<file path="src/rtl/pq_enq_feeder.sv">
// pq_enq_feeder: small circular input buffer that feeds a priority queue.
// Words are issued one at a time through an IDLE/ISSUE/GAP sequence, so
// pq_enq strobes are at least 3 cycles apart and never while the queue is
// full or busy. Optional enqueue statistics: define PQ_ENQ_FEEDER_STATS_EN.

package pq_pkg;
  typedef struct packed {
    logic [7:0] key;
    logic [7:0] value;
  } kv_t;
endpackage

module pq_enq_feeder #(
  parameter int DEPTH = 4
) (
  input  logic                   clk,
  input  logic                   rst,
  input  pq_pkg::kv_t            in_kv,
  input  logic                   in_valid,
  output logic                   in_ready,
  output pq_pkg::kv_t            pq_kvi,
  output logic                   pq_enq,
  input  logic                   pq_full,
  input  logic                   pq_busy,
  output logic [$clog2(DEPTH):0] count,
  output logic [15:0]            enq_count
);

  localparam int PW = $clog2(DEPTH);
  localparam int CW = PW + 1;
  localparam logic [CW-1:0] FULL_CNT = CW'(DEPTH);

  typedef enum logic [1:0] {IDLE, ISSUE, GAP} state_t;

  state_t        state_reg, state_next;
  logic [PW-1:0] rd_ptr_reg, wr_ptr_reg;
  logic [CW-1:0] count_reg;
  logic          pq_enq_reg, pq_enq_next;
  pq_pkg::kv_t   pq_kvi_reg;
  logic          push, pop;

  pq_pkg::kv_t   mem [DEPTH];

  // Ready depends only on the registered occupancy; a same-cycle pop does
  // not open a slot. Inputs are ignored while reset is asserted.
  assign in_ready = (count_reg != FULL_CNT);
  assign push     = rst && in_valid && in_ready;

  // State register and registered enqueue strobe.
  always_ff @(posedge clk) begin
    if (!rst) begin
      state_reg  <= IDLE;
      pq_enq_reg <= 1'b0;
    end else begin
      state_reg  <= state_next;
      pq_enq_reg <= pq_enq_next;
    end
  end

  // Next-state: leave IDLE only when a word is buffered and the queue is
  // free; ISSUE and GAP always advance.
  always_comb begin
    state_next = state_reg;
    case (state_reg)
      IDLE:    if ((count_reg != '0) && !pq_full && !pq_busy) state_next = ISSUE;
      ISSUE:   state_next = GAP;
      GAP:     state_next = IDLE;
      default: state_next = IDLE;
    endcase
  end

  // FSM outputs: pop the head on the IDLE->ISSUE edge, strobe while in ISSUE.
  always_comb begin
    pop         = 1'b0;
    pq_enq_next = 1'b0;
    if ((state_reg == IDLE) && (state_next == ISSUE)) begin
      pop         = 1'b1;
      pq_enq_next = 1'b1;
    end
  end

  // Pointers and occupancy; pointers wrap naturally since DEPTH is 2^PW.
  always_ff @(posedge clk) begin
    if (!rst) begin
      rd_ptr_reg <= '0;
      wr_ptr_reg <= '0;
      count_reg  <= '0;
    end else begin
      if (push) wr_ptr_reg <= wr_ptr_reg + PW'(1);
      if (pop)  rd_ptr_reg <= rd_ptr_reg + PW'(1);
      case ({push, pop})
        2'b10:   count_reg <= count_reg + CW'(1);
        2'b01:   count_reg <= count_reg - CW'(1);
        default: count_reg <= count_reg;
      endcase
    end
  end

  // Buffer storage write port (no reset so it can map to RAM).
  always_ff @(posedge clk) begin
    if (push) mem[wr_ptr_reg] <= in_kv;
  end

  // Registered read of the head word; holds the last issued word otherwise.
  always_ff @(posedge clk) begin
    if (!rst) pq_kvi_reg <= '0;
    else if (pop) pq_kvi_reg <= mem[rd_ptr_reg];
  end

  assign pq_kvi = pq_kvi_reg;
  assign pq_enq = pq_enq_reg;
  assign count  = count_reg;

`ifdef PQ_ENQ_FEEDER_STATS_EN
  logic [15:0] enq_count_reg;

  // Count issued strobes; wraps at 16 bits.
  always_ff @(posedge clk) begin
    if (!rst) enq_count_reg <= '0;
    else if (pq_enq_reg) enq_count_reg <= enq_count_reg + 16'd1;
  end

  assign enq_count = enq_count_reg;
`else
  assign enq_count = '0;
`endif

endmodule

</file>
<file path="config.mk">
export PLATFORM = sky130hd
export DESIGN_NAME = pq_enq_feeder
export DESIGN_NICKNAME = d
export VERILOG_FILES = /design/src/rtl/pq_enq_feeder.sv
export SDC_FILE = /design/constraint.sdc
export NUM_CORES = 1
export LEC_CHECK = 0
export CAP_MARGIN = 10
export CORE_ASPECT_RATIO = 1.4
export CORE_MARGIN = 10
export CORE_UTILIZATION = 47
export CTS_CLUSTER_DIAMETER = 50
export CTS_CLUSTER_SIZE = 10
export DETAILED_ROUTE_END_ITERATION = 6
export MAX_ROUTING_LAYER = met4
export PLACE_DENSITY = 0.82
export REMOVE_ABC_BUFFERS = 1
export SYNTH_ARGS = -nofsm -noshare
export SYNTH_HDL_FRONTEND = slang
export SYNTH_SLANG_ARGS = --single-unit
export TNS_END_PERCENT = 30
</file>
<file path="constraint.sdc">
create_clock -name clk -period 3.2 [get_ports clk]
set_input_delay 0.64 -clock clk [delete_from_list [all_inputs] [get_ports clk]]
set_output_delay 0.64 -clock clk [all_outputs]
set_load 0.05 [all_outputs]
</file>
==> flow_summary.ini <==
[synthesis]
avgSynthCellArea_um2 = 16.2
synthMuxAreaShare = 0.103
synth-xor-area-share = 0.00500
synth_compound_area_frac = 0.0564
synthDistinctLibCells = 27
seq_area_frac_synth = 0.697
synth_area_um2 = 3500
synth_top_family_by_area = multiplexers
yosys.area_share.adder = 0.0236
synth_simple_gate_area_frac = 0.0514
yosys_warnings = 0
synth_area_leaders = edfxtp_1 (55%), dfxtp_1 (15%), mux4_2 (10%)
synth_top_area_share = 0.548
synth_top_cell_by_area = edfxtp_1
synth_seq_cells = 90
synth_cells = 216

[layout]
final_area_um2 = 4190
final_nets = 295
regArea_um2 = 2440
final_cell_mix = edfxtp_1 (64), clkdlybuf4s50_1 (41), dfxtp_1 (26)
multi_input_area_um2 = 898
n_fill_cell = 588
syn_to_final_growth_pct = 19.5
largest_reg_flops = 64
insertedDiodeCount = 0
drive_gt1_frac = 0.161
final_common_cell = edfxtp_1

[critical_path]
critPathMaxFanout = 7
critPathRequiredTime_ps = 3490
cp.arrival_ps = 3030
slowest_delay_ps = 600
slowest_stage = or4_4
end_kind = flip-flop
path_cells = clkdlybuf4s50_1 > or4_4 > nor2_2 > ha_1 > inv_1 > fa_1 > xor2_1 > or3_1 > a21oi_1
r2r-start = count[2]$_SDFFE_PN0P_
regToRegSetupSlack_ps = 850
regToRegEndpoint = count[2]$_SDFFE_PN0P_
critical_path_depth = 9
critPathBufInv = 2
startpoint_type = input pin
rr_worst_depth = 9
setup.worst_path.class = input pin to flip-flop
crit_family = simple AND/OR/NAND/NOR gates

[timing]
setup_violations = 0
slew_headroom = 0.407
rsz0062_at_grt = false
skew_ps = 9.99
period_share = 0.857
fin_setup_tns_ps = 0
tightest_slew_ps = 889
max_freq_mhz = 365
drv_slew = 0
hold_viol_final = 0
fin_crit_ps = 2740
setup_slack_ps = 458

[cts]
cts_tree = done
clock_path_buffers = 2
cts_hold_buffers = 0
cts_resized = 0
cts.sinks = 90
cts_buffers = 9
post_cts_buffers = 0
insertion_delay_ps = 360
root_buffer = clkbuf_8
cts.clk_slew.worst_paths_ps = 90
htree_num_levels = 3

[hold_path]
holdCritStartpoint = state_reg[1]$_SDFF_PN0_
hold_path_class = flip-flop to flip-flop
hold_end = state_reg[1]$_SDFF_PN0_
holdPathStages = 1

[global_routing]
grt_pass1_wl_um = 10300
grtUsageTotal = 0.125
grt_overflow = 0
grt_pass1_vias = 2019
antenna_found_initial = 0
grt_start_max_net_pins = 20

[floorplanning]
die_w_um = 93.0
die-area_um2 = 11400
fp.dieH_um = 122
core_um2 = 7310
fp-row-count = 37
start_util = 0.479
io-pin-count = 58

[job]
drv_cap = 0

[power_and_ir_drop]
p_leak_nw = 1.38
ir_worst_vdd_mv = 0.448
totalPowerFinal_mw = 2.31
powerDensity_nw_per_um2 = 552

[routing]
drc = 0
wl_per_cell_um = 17.1
vias_per_cell = 5.06
drt-pass1-iter-count = 4
ant_nets = 0
drt_wl_total_um = 6340
drtIter0Drc = 158
vias = 1874

[placement]
placed_area_um2 = 4000
place_congestion = 0.713
hpwlAfterDp_um = 4430
portBuffers = 41
dp_slack_ps = 66.2

[status]
status = finished, final reports clean
==> worst max-delay path by stage <==
stage	to	start	slack, ps
4_1_cts	count[2]$_SDFFE_PN0P_	pq_full	470
3_3_place_gp	count[2]$_SDFFE_PN0P_	pq_full	170
2_1_floorplan	count[2]$_SDFFE_PN0P_	pq_full	250
5_1_grt	count[2]$_SDFFE_PN0P_	pq_full	390
6_report	count[2]$_SDFFE_PN0P_	pq_full	460
3_5_place_dp	count[2]$_SDFFE_PN0P_	pq_full	70
==> cell usage after synthesis <==
master      n
edfxtp_1   64
dfxtp_1    26
buf_4      18
mux4_2     16
nand2_1    16
o2bb2ai_1  16
inv_1      12
nor2_1      7
a21oi_1     6
ha_1        5
clkbuf_1    4
o21ai_0     4
nand3_1     3
buf_2       2
nor3_1      2
nor3b_1     2
or3_1       2
xor2_1      2
buf_6       1
clkinv_1    1
conb_1      1
fa_1        1
nor2_2      1
nor3_4      1
o31ai_1     1
or4_1       1
or4_4       1
==> cells by family after synthesis <==
group | count (synthesis)
XOR/XNOR | 2
AO/OA/AOI/OAI | 27
other | 1
AND/OR/NAND/NOR | 36
adder cells (fa/ha/maj) | 6
buffers and inverters | 38
multiplexers | 16
flip-flops | 90
==> final cells by class <==
type / instances / share of cell area
Inverter: 13 / 0.0117
Clock buffer: 11 / 0.0365
Sequential cell: 90 / 0.583
Tap cell: 97 / 0.0290
Timing Repair Buffer: 51 / 0.116
Clock inverter: 5 / 0.00897
Multi-Input combinational cell: 103 / 0.215
==> where the power goes <==
group          internal, mW  switching [mW]
logic                 0.105           0.183
registers              1.28          0.0181
clock network         0.331           0.389
total                  1.72           0.591
==> routing by layer <==
metal	wire length, um	vias to the layer above	track usage
li1	-	881	-
met1	2370	922	0.124
met5	0	-	-
met2	3390	60	0.205
met4	154	0	0.0716
met3	435	11	0.0498
==> stage by stage <==
step	util	cells	hold slack, ps
6_report	0.572	370	420
2_1_floorplan	-	206	399
3_3_place_gp	0.546	354	406
4_1_cts	0.572	370	424
5_1_grt	0.572	370	443
3_5_place_dp	0.546	354	411
(Power assumes the default switching activity.)
==> edit, RTL diff (same flow settings) <==
The option `PQ_ENQ_FEEDER_STATS_EN` is turned on by a define.
--- a/src/rtl/pq_enq_feeder.sv
+++ b/src/rtl/pq_enq_feeder.sv
@@ -3,4 +3,6 @@
 // pq_enq strobes are at least 3 cycles apart and never while the queue is
 // full or busy. Optional enqueue statistics: define PQ_ENQ_FEEDER_STATS_EN.
+
+`define PQ_ENQ_FEEDER_STATS_EN
 
 package pq_pkg;
Formal check against the unedited RTL: not equivalent (a bounded check fails within 4 cycles, from zero or initial values and one cycle with rst low).
==> edit against the unedited design <==
Die area up 14%. Routed wire length grew 26%. Area after synthesis grew 17%. Combinational power down 11%. Total power grew 23%. Clock skew decreased by 0.0010 ns. Sequential cell count is 16 higher. Cell area grew 22%. Setup slack improved by 0.026 ns. Worst hold slack worse by 0.0051 ns. Critical path type unchanged.
==> edit: results <==
group,metric,value,unit
yosys,yosys-top-cells-count,"edfxtp_1 (64), dfxtp_1 (42), nand2_1 (26)",
route,vias_per_cell,5.540,
clock_network,clk_pin_slew,0.07,ns
placement,placed_area,0.004803,mm^2
global_route,first_global_vias,2619,
yosys,synth.area.top_cells,"edfxtp_1 (47%), dfxtp_1 (21%), mux4_2 (8.8%), o2bb2ai_1 (3.4%), nand2_1 (2.4%)",
pwr,pg_seq,1510,uW
critical_path,worstPathArrival,2.98,ns
route,drt-initial-drc-count,132,
pwr,combPwrFrac,0.091,
yosys,ys_types,30,
placement,gp_congestion,0.7829,
placement,port_buffers,57,
pwr,p_int,2146,uW
global_route,grt_pass1_wl,13.21,mm
final_layout,drive_gt1_frac,0.1278,
final_layout,nets,375,
pwr,power.leakage,0.001640,uW
route,wl_per_cell,17.51,um
critical_path,critPathMaxStageDelay,0.55,ns
clock_network,clock_latency,0.34,ns
global_route,grt_max_degree,25,
yosys,ys_seq_area_frac,0.6742,
critical_path,r2r_slack,0.80,ns
run_status,status,"finished, final reports clean",
==> edit: changes by cell type after synthesis, sizes merged, moves of 6 or more <==
cell   delta
nand2    +10
nand4     +7
dfxtp    +16
buf      -15
a21oi     +8
nor2      +6
==> edit: kinds of logic after synthesis <==
| group | share of synthesized area |
|---|---|
| simple gates | 0.09252 |
| fa+ha+maj | 0.02321 |
| xor+xnor | 0.01282 |
| mux | 0.09771 |
| compound gates | 0.07023 |
| flops | 0.6742 |
| buf+inv | 0.02931 |
==> edit: routing by layer <==
| metal | global-route usage | share of wire | vias to the layer above |
|---|---|---|---|
| met2 | 0.2385 | 0.55 | 71 |
| met4 | 0.06678 | 0.026 | 0 |
| met3 | 0.02943 | 0.047 | 22 |
| met5 | - | 0 | - |
| met1 | 0.1349 | 0.38 | 1240 |
| li1 | - | - | 1199 |
==> edit: final timing paths <==
| kind | startpoint | to | cells past startpoint |
|---|---|---|---|
| worst max-delay path | pq_full | count[2] | 9 |
| worst min-delay path | state_reg[1] | state_reg[1] | 1 |
| worst max register to register | count[2] | count[2] | 9 |
| worst min register to register | state_reg[1] | state_reg[1] | 1 |
==> edit: area by class of cell <==
cell class              count  area [um^2]
clock buffers               9        225.2
clock inverters             7        75.07
fillers                   657         3455
inverters                  13        48.80
multi-input cells         150         1215
flip-flops and latches    106         2763
well taps                 105        131.4
repair buffers             67        645.6
==> edit: metrics by stage <==
step	instances	hold slack (ns)	total power, uW	setup WS, ns
after floorplan	269	0.3904	1685	0.2922
after global placement	441	0.3994	1787	0.2053
after detailed placement	441	0.4061	1796	0.1199
after CTS	457	0.4156	2863	0.4773
after global routing	457	0.4364	2942	0.3256
final	457	0.4151	2832	0.4840
